**src/rtl/fifo_uart_streamer.sv**
```systemverilog
// fifo_uart_streamer: drains 2-sample words from the ADC read FIFO and
// hands them to uart_control as frames, asking the memory driver for FIFO
// refills when the FIFO runs dry. Reports done or error to the controller.
//
// Handshakes: mem_read_strobe, fifo_rd_en and tx_send are single-cycle pulses
// and at most one of them is high in any cycle. fifo_rd_en is only raised
// while fifo_empty=0. tx_send is only raised while tx_ready=1. tx_frame is
// held from tx_send until uart_control reports tx_ready again. tx_error
// aborts the stream and takes priority over tx_ready in the same cycle.
module fifo_uart_streamer #(
    parameter int          SAMPLE_W   = 12,
    parameter int          CNT_W      = 23,
    parameter int          RD_LATENCY = 1,
    parameter logic [15:0] REFILL_TO  = 16'hFFFF
) (
    input  logic                  clk,
    input  logic                  rst_n,
    input  logic                  start,
    input  logic [CNT_W-1:0]      sample_count,
    input  logic                  mem_ready,
    output logic                  mem_read_strobe,
    input  logic [2*SAMPLE_W-1:0] fifo_data,
    input  logic                  fifo_empty,
    output logic                  fifo_rd_en,
    input  logic                  tx_ready,
    input  logic                  tx_error,
    output logic [2*SAMPLE_W-1:0] tx_frame,
    output logic                  tx_send,
    output logic                  busy,
    output logic                  done,
    output logic                  error,
    output logic [3:0]            dbg_state
);

    typedef enum logic [3:0] {
        S_IDLE   = 4'd0,
        S_CHECK  = 4'd1,
        S_REFILL = 4'd2,
        S_POP    = 4'd3,
        S_WAIT   = 4'd4,
        S_LATCH  = 4'd5,
        S_SEND   = 4'd6,
        S_ACK    = 4'd7,
        S_DONE   = 4'd8,
        S_ABORT  = 4'd9
    } state_t;

    state_t                r_state;
    state_t                w_next;
    logic [CNT_W-1:0]      r_remaining;
    logic [15:0]           r_to;
    logic [15:0]           w_to_inc;
    logic [7:0]            r_lat;
    logic [1:0]            r_guard;
    logic [2*SAMPLE_W-1:0] r_tx_frame;

    assign w_to_inc  = r_to + 16'd1;
    assign tx_frame  = r_tx_frame;
    assign dbg_state = r_state;
    assign busy      = (r_state != S_IDLE) && (r_state != S_DONE) && (r_state != S_ABORT);
    assign done      = (r_state == S_DONE);
    assign error     = (r_state == S_ABORT);

    // State register.
    always_ff @(posedge clk) begin
        if (!rst_n) r_state <= S_IDLE;
        else        r_state <= w_next;
    end

    // Next-state decode and the three single-cycle strobes.
    always_comb begin
        w_next          = r_state;
        mem_read_strobe = 1'b0;
        fifo_rd_en      = 1'b0;
        tx_send         = 1'b0;
        case (r_state)
            S_IDLE: begin
                if (start) w_next = (sample_count == '0) ? S_DONE : S_CHECK;
            end
            S_CHECK: begin
                if (tx_error)         w_next = S_ABORT;
                else if (!fifo_empty) w_next = S_POP;
                else if (mem_ready) begin
                    mem_read_strobe = 1'b1;
                    w_next          = S_REFILL;
                end
            end
            S_REFILL: begin
                if (tx_error)                    w_next = S_ABORT;
                else if (!fifo_empty)            w_next = S_POP;
                else if (w_to_inc >= REFILL_TO)  w_next = S_ABORT;
            end
            S_POP: begin
                if (tx_error)        w_next = S_ABORT;
                else if (fifo_empty) w_next = S_CHECK;
                else begin
                    fifo_rd_en = 1'b1;
                    w_next     = (RD_LATENCY > 1) ? S_WAIT : S_LATCH;
                end
            end
            S_WAIT: begin
                if (tx_error)                          w_next = S_ABORT;
                else if (r_lat >= 8'(RD_LATENCY - 1))  w_next = S_LATCH;
            end
            S_LATCH: begin
                w_next = tx_error ? S_ABORT : S_SEND;
            end
            S_SEND: begin
                if (tx_error) w_next = S_ABORT;
                else if (tx_ready) begin
                    tx_send = 1'b1;
                    w_next  = S_ACK;
                end
            end
            S_ACK: begin
                if (tx_error) w_next = S_ABORT;
                else if (r_guard == 2'd2 && tx_ready)
                    w_next = (r_remaining == '0) ? S_DONE : S_CHECK;
            end
            S_DONE:  w_next = S_IDLE;
            S_ABORT: w_next = S_IDLE;
            default: w_next = S_IDLE;
        endcase
    end

    // Sample counter, refill timeout, read-latency wait, ack guard and frame.
    always_ff @(posedge clk) begin
        if (!rst_n) begin
            r_remaining <= '0;
            r_to        <= '0;
            r_lat       <= '0;
            r_guard     <= '0;
            r_tx_frame  <= '0;
        end else begin
            case (r_state)
                S_IDLE: if (start) r_remaining <= sample_count;
                // The strobe clock counts as the first clock of the refill wait.
                S_CHECK:  if (mem_read_strobe) r_to <= 16'd1;
                S_REFILL: r_to <= w_to_inc;
                S_POP:    r_lat <= 8'd1;
                S_WAIT:   r_lat <= r_lat + 8'd1;
                S_LATCH: begin
                    // A lone trailing sample travels with an all-zero partner.
                    if (r_remaining == CNT_W'(1))
                        r_tx_frame <= {fifo_data[2*SAMPLE_W-1:SAMPLE_W], {SAMPLE_W{1'b0}}};
                    else
                        r_tx_frame <= fifo_data;
                    r_remaining <= (r_remaining > CNT_W'(1)) ? r_remaining - CNT_W'(2) : '0;
                end
                S_SEND: r_guard <= 2'd0;
                S_ACK:  if (r_guard != 2'd2) r_guard <= r_guard + 2'd1;
                default: ;
            endcase
        end
    end

endmodule

```
**config.mk**
```make
export PLATFORM = sky130hd
export DESIGN_NAME = fifo_uart_streamer
export DESIGN_NICKNAME = d
export VERILOG_FILES = /design/src/rtl/fifo_uart_streamer.sv
export SDC_FILE = /design/constraint.sdc
export NUM_CORES = 1
export LEC_CHECK = 0
export CORE_MARGIN = 1.5
export CORE_UTILIZATION = 35
export CTS_BUF_LIST = sky130_fd_sc_hd__clkbuf_2
export DETAILED_ROUTE_END_ITERATION = 6
export HOLD_SLACK_MARGIN = 0.03
export PLACE_DENSITY = 0.67
export SETUP_SLACK_MARGIN = 0.1
export SLEW_MARGIN = 0
export SYNTH_ARGS = -nofsm -noshare
export SYNTH_HDL_FRONTEND = slang
export SYNTH_SLANG_ARGS = --single-unit
export TNS_END_PERCENT = 30
```
**constraint.sdc**
```tcl
create_clock -name clk -period 3.35 [get_ports clk]
set_input_delay 0.335 -clock clk [delete_from_list [all_inputs] [get_ports clk]]
set_output_delay 0.335 -clock clk [all_outputs]
set_load 0.05 [all_outputs]
```
### Word-level counts from Yosys, hierarchy flattened

Cells that the tools add are included.
W data, S select, Z words.

| word-level totals | value |
|---|---|
| register bits after elaboration | 77 |
| latch bits | 0 |
| RAM bits | 0 |
| memory bits (read-only) | 0 |
| input bits | 54 |
| output and inout port bits | 34 |
| logic and storage cells | 88 |
| memories kept | 0 |

| operators by class | value |
|---|---|
| $add $sub $neg | 4 |
| multiply operators | 0 |
| div/mod/pow operators | 0 |
| magnitude comparators | 3 |
| equal/unequal tests | 22 |
| shift-type cells | 0 |
| muxes and demuxes | 38 |
| bitwise operators | 0 |
| reductions and logical operators | 15 |

Operators with widths:

| kind | number |
|---|---|
| $mux W4 | 17 |
| $logic_not A23 Y1 | 2 |
| $mux W23 | 2 |
| $pmux W23 S2 | 1 |
| $pmux W16 S2 | 1 |
| $pmux W4 S8 | 1 |
| $eq A23 B1 Y1 const B | 1 |
| $gt A23 B1 Y1 const B | 1 |
| $sub A23 B2 Y23 const B | 1 |
| $add A16 B1 Y16 const B | 1 |
| $eq A4 B3 Y1 const B | 4 |
| $ge A16 B16 Y1 const B | 1 |
| $mux W16 | 1 |
| $ne A4 B4 Y1 const B | 4 |
| $pmux W8 S2 | 1 |
| $mux W12 | 1 |
| $mux W1 | 10 |
| $ne A3 B3 Y1 const B | 3 |
| $add A8 B1 Y8 const B | 1 |
| $eq A4 B2 Y1 const B | 2 |
| $eq A4 B4 Y1 const B | 2 |
| $ge A8 B1 Y1 const B | 1 |
| $ne A2 B2 Y1 const B | 4 |
| $reduce_bool A2 Y1 | 4 |
| 11 further kinds | 15 |

### Depth between registers and ports, before layout

| depth | value |
|---|---|
| depth in word-level cells | 6 |
| gate-level depth with buffers | 9 |
| gate-level depth less buffers | 8 |

### Worst setup path before layout

No wires, ideal clock.

| timing | value |
|---|---|
| path type | register to output |
| from | register r_state[0] (netlist: dbg_state[0]) |
| to | output port fifo_rd_en |
| arrival | 2.777 ns |
| required time | 3.015 ns |
| path slack | 0.238 ns |
| stages on the path, launching flop included | 4 |
| path buffers | 1 |
| cells stage by stage | dfxtp_1 > clkbuf_1 > inv_1 > nor4_1 |

| on the way | value |
|---|---|
| word-level cells in the longest chain between the ends | 2 |

Ends and longest elaborated chain:

| element | line | RTL |
|---|---|---|
| from (decl) | 48 | `state_t r_state;` |
| from (signal assigned) | 67 | `else r_state <= w_next;` |
| $eq A4 B2 Y1 | 76 | `case (r_state)` |
| $mux W1 | 76 |  |
| to (decl) | 24 | `output logic fifo_rd_en,` |

No other way between the ends.

### Worst setup path after layout

| timing | value |
|---|---|
| from | register r_state[1] (netlist: dbg_state[1]) |
| to | output port mem_read_strobe |

| on the way | value |
|---|---|
| word-level cells in the longest chain between the ends | 2 |

Ends and longest elaborated chain:

| element | line | RTL |
|---|---|---|
| $eq A4 B1 Y1 | 76 |  |
| $mux W1 | 76 |  |
| to (decl) | 21 | `output logic mem_read_strobe,` |

No other way between the ends.

==> results.py <==
metrics = {
    "detailed_routing": {
        "routed-via-count": 4280,
        "wl_um": 12000,
        "routed_via_density": 5.81,
        "first_pass_iters": 5,
        "drtAntennaViolNets": 0,
        "drt-initial-drc-count": 300,
        "post_drt_wl_per_cell_um": 16.2,
        "remaining_drc_errors": 0,
    },
    "critical_path": {
        "path_cells": "nor2_1 -> nand4_1 -> inv_1 -> clkdlybuf4s50_1",
        "end_kind": "output pin",
        "path_buf_inv": 2,
        "critPathLaunchType": "flop",
        "worstPathMaxFanout": 14,
        "critical_path.top_delay_family": "buffers and inverters",
        "max_stage_delay_ps": 810,
        "required_ps": 3010,
        "criticalPathCategory": "flop to output pin",
        "arrival_ps": 2550,
        "slowest_stage": "clkdlybuf4s50_1",
    },
    "timing": {
        "worst_pin_slew_ps": 906,
        "fin_crit_sh": 0.861,
        "finalSetupTns_ps": 0,
        "drv_slew": 0,
        "rsz0062_at_grt": "false",
        "relSlewSlack": 0.394,
        "fin_skew_ps": 41.1,
        "fin_crit_ps": 2880,
        "hold_viol_final": 0,
        "setup_violations": 0,
        "fmax_ghz": 0.347,
    },
    "global_routing": {
        "grtUsageTotal": 0.202,
        "gr-max-usage-layer": "met2",
        "grt_max_degree": 54,
        "grt_util_met2": 0.334,
        "use_met1": 0.266,
        "gr-usage-met3": 0.0391,
        "grt_overflow": 0,
        "grt_pass1_vias": 3999,
        "antenna_found_initial": 0,
        "grt_pass1_wl_um": 19300,
    },
    "clock_tree": {
        "clkSinkCount": 69,
        "path_clk_slew_ps": 220,
        "cts_made_buffers": 9,
        "clock_tree.root_cell": "clkbuf_2",
        "htree_levels": 3,
        "clk_latency_ps": 530,
        "ctsHoldBuffers": 0,
        "cts_tree": "yes",
        "cts_max_path_buffers": 2,
    },
    "synth": {
        "netlist_instances": 522,
        "synth_mux_area_frac": 0.00252,
        "synth-compound-area-share": 0.264,
        "synth_nets": 581,
        "async_flop_share": 0,
        "netlist_top_cells_count": "nand2_1 (71), dfxtp_1 (69), nor2_1 (52), a21oi_1 (36), nand3_1 (29)",
        "synth-seq-cells": 69,
        "netlist_area_um2": 3970,
        "synth-main-ff-cell": "dfxtp_1",
        "yosysMostFrequentCell": "nand2_1",
        "ys_types": 68,
        "synth_edf_count": 0,
        "synth_xor_area_frac": 0.00883,
        "synthAdderAreaFrac": 0.0158,
        "synth_simple_gate_area_frac": 0.305,
        "yosys-top-cells-area": "dfxtp_1 (35%), nand2_1 (6.7%), nor2_1 (4.9%)",
        "synth_top_family_by_area": "simple AND/OR/NAND/NOR gates",
        "synth_largest_area_cell": "dfxtp_1",
        "ys_seq_area_frac": 0.348,
        "synth_top_area_frac": 0.348,
        "yosysWarningCount": 0,
        "syn-mean-instance-area_um2": 7.60,
    },
    "layout": {
        "drive_above_1_share": 0.0687,
        "antenna_cells": 0,
        "nFillCells": 1106,
        "area_growth_pct": 27.4,
        "nNetsFinal": 651,
    },
    "floorplan": {
        "fp.dieW_um": 109,
        "die_area_um2": 12000,
        "coreArea_um2": 10900,
        "die_h_um": 109,
        "rows": 38,
        "initial_core_util": 0.363,
        "io_pins": 88,
    },
    "placed_design": {
        "place_congestion": 0.894,
        "port_buffers": 87,
        "hpwl_um": 8440,
    },
    "run_status": {
        "status": "completed",
    },
    "power_and_ir_drop": {
        "max-vdd-ir-drop_mv": 0.322,
        "power_per_cell_area_nw_per_um2": 578,
        "total_power_mw": 2.92,
        "power_leakage_nw": 1.73,
    },
    "worst_hold_path": {
        "hold_class": "primary input to flop",
    },
    "flow_run": {
        "drv_cap": 0,
    },
}
[state kept, by name, indices dropped and copies added, names as in the netlist]
| register | cells |
|---|---|
| r_guard | 2 |
| r_to | 16 |
| tx_frame | 24 |
| r_remaining | 23 |
| dbg_state | 4 |
[tightest hold or removal path, cell delays in order]
cell and delay (ps):
clkdlybuf4s50_1 390, nand2_1 60, a21oi_1 50
[timing repair]
item,CTS,global route
buffers inserted,0,0
setup endpoints to repair,0,1
gates resized for setup,0,1
[metrics by stage]
step | hold slack [ps] | area (µm²) | util | worst slack, ps | std cells
2_1_floorplan | 443 | 3970 | - | 238 | 522
3_3_place_gp | 443 | 4910 | 0.449 | 718 | 721
3_5_place_dp | 447 | 4910 | 0.449 | 656 | 721
4_1_cts | 293 | 5050 | 0.462 | 253 | 737
5_1_grt | 294 | 5050 | 0.462 | 253 | 737
6_report | 332 | 5050 | 0.462 | 467 | 737
[path summary, 6_finish.rpt]
check                                     from         endpoint  slack [ps]  cells past startpoint
worst max register to register  r_remaining[1]  r_remaining[14]         760                      8
worst min register to register    tx_frame[20]     tx_frame[20]         470                      2
worst min-delay path             fifo_data[20]     tx_frame[20]         330                      3
worst max-delay path              dbg_state[1]  mem_read_strobe         470                      4
[power by group]
group | total, mW | switching [mW] | internal [mW]
Sequential | 1.05 | 0.143 | 0.910
Clock | 0.575 | 0.325 | 0.250
Combinational | 1.29 | 0.820 | 0.472
[routing by layer]
layer	wire [µm]	vias to the layer above
met5	0	-
met4	206	0
met3	969	23
met2	5610	174
met1	5160	2006
li1	-	2077
[cell families after synthesis]
kind of cell               after synthesis
adders and majority gates                5
xor gates and xnor gates                 4
muxes                                    1
AOI/OAI and AO/OA                      152
buffers and inverters                   50
DFF                                     69
and+or+nand+nor                        241
[placed cells by master, fill, tap and decap left out, drive strengths merged, types with 5 or more instances in the layout]
master | synthesis | final
clkbuf | 23 | 9
o211ai | 8 | 8
nor4 | 11 | 11
o21ai | 24 | 24
nand2 | 71 | 71
dfxtp | 69 | 69
a31oi | 11 | 11
buf | 13 | 9
nor3 | 22 | 22
o31ai | 5 | 5
clkdlybuf4s50 | 0 | 87
a21oi | 36 | 36
or3 | 7 | 7
a22oi | 17 | 17
nor2 | 54 | 54
inv | 13 | 15
and3 | 7 | 7
nand3 | 31 | 31
nand4 | 6 | 6
nor2b | 6 | 6
ha | 5 | 5
[area by class of cell]
class                           count  area, µm²  area share
Clock buffer                        9       45.0     0.00891
Clock inverter                      7       95.1      0.0188
Inverter                           13       48.8     0.00965
Multi-Input combinational cell    403       2370       0.469
Sequential cell                    69       1380       0.274
Tap cell                          140        175      0.0347
Timing Repair Buffer               96        938       0.186
No activity file was read; power rests on OpenSTA's default activity.
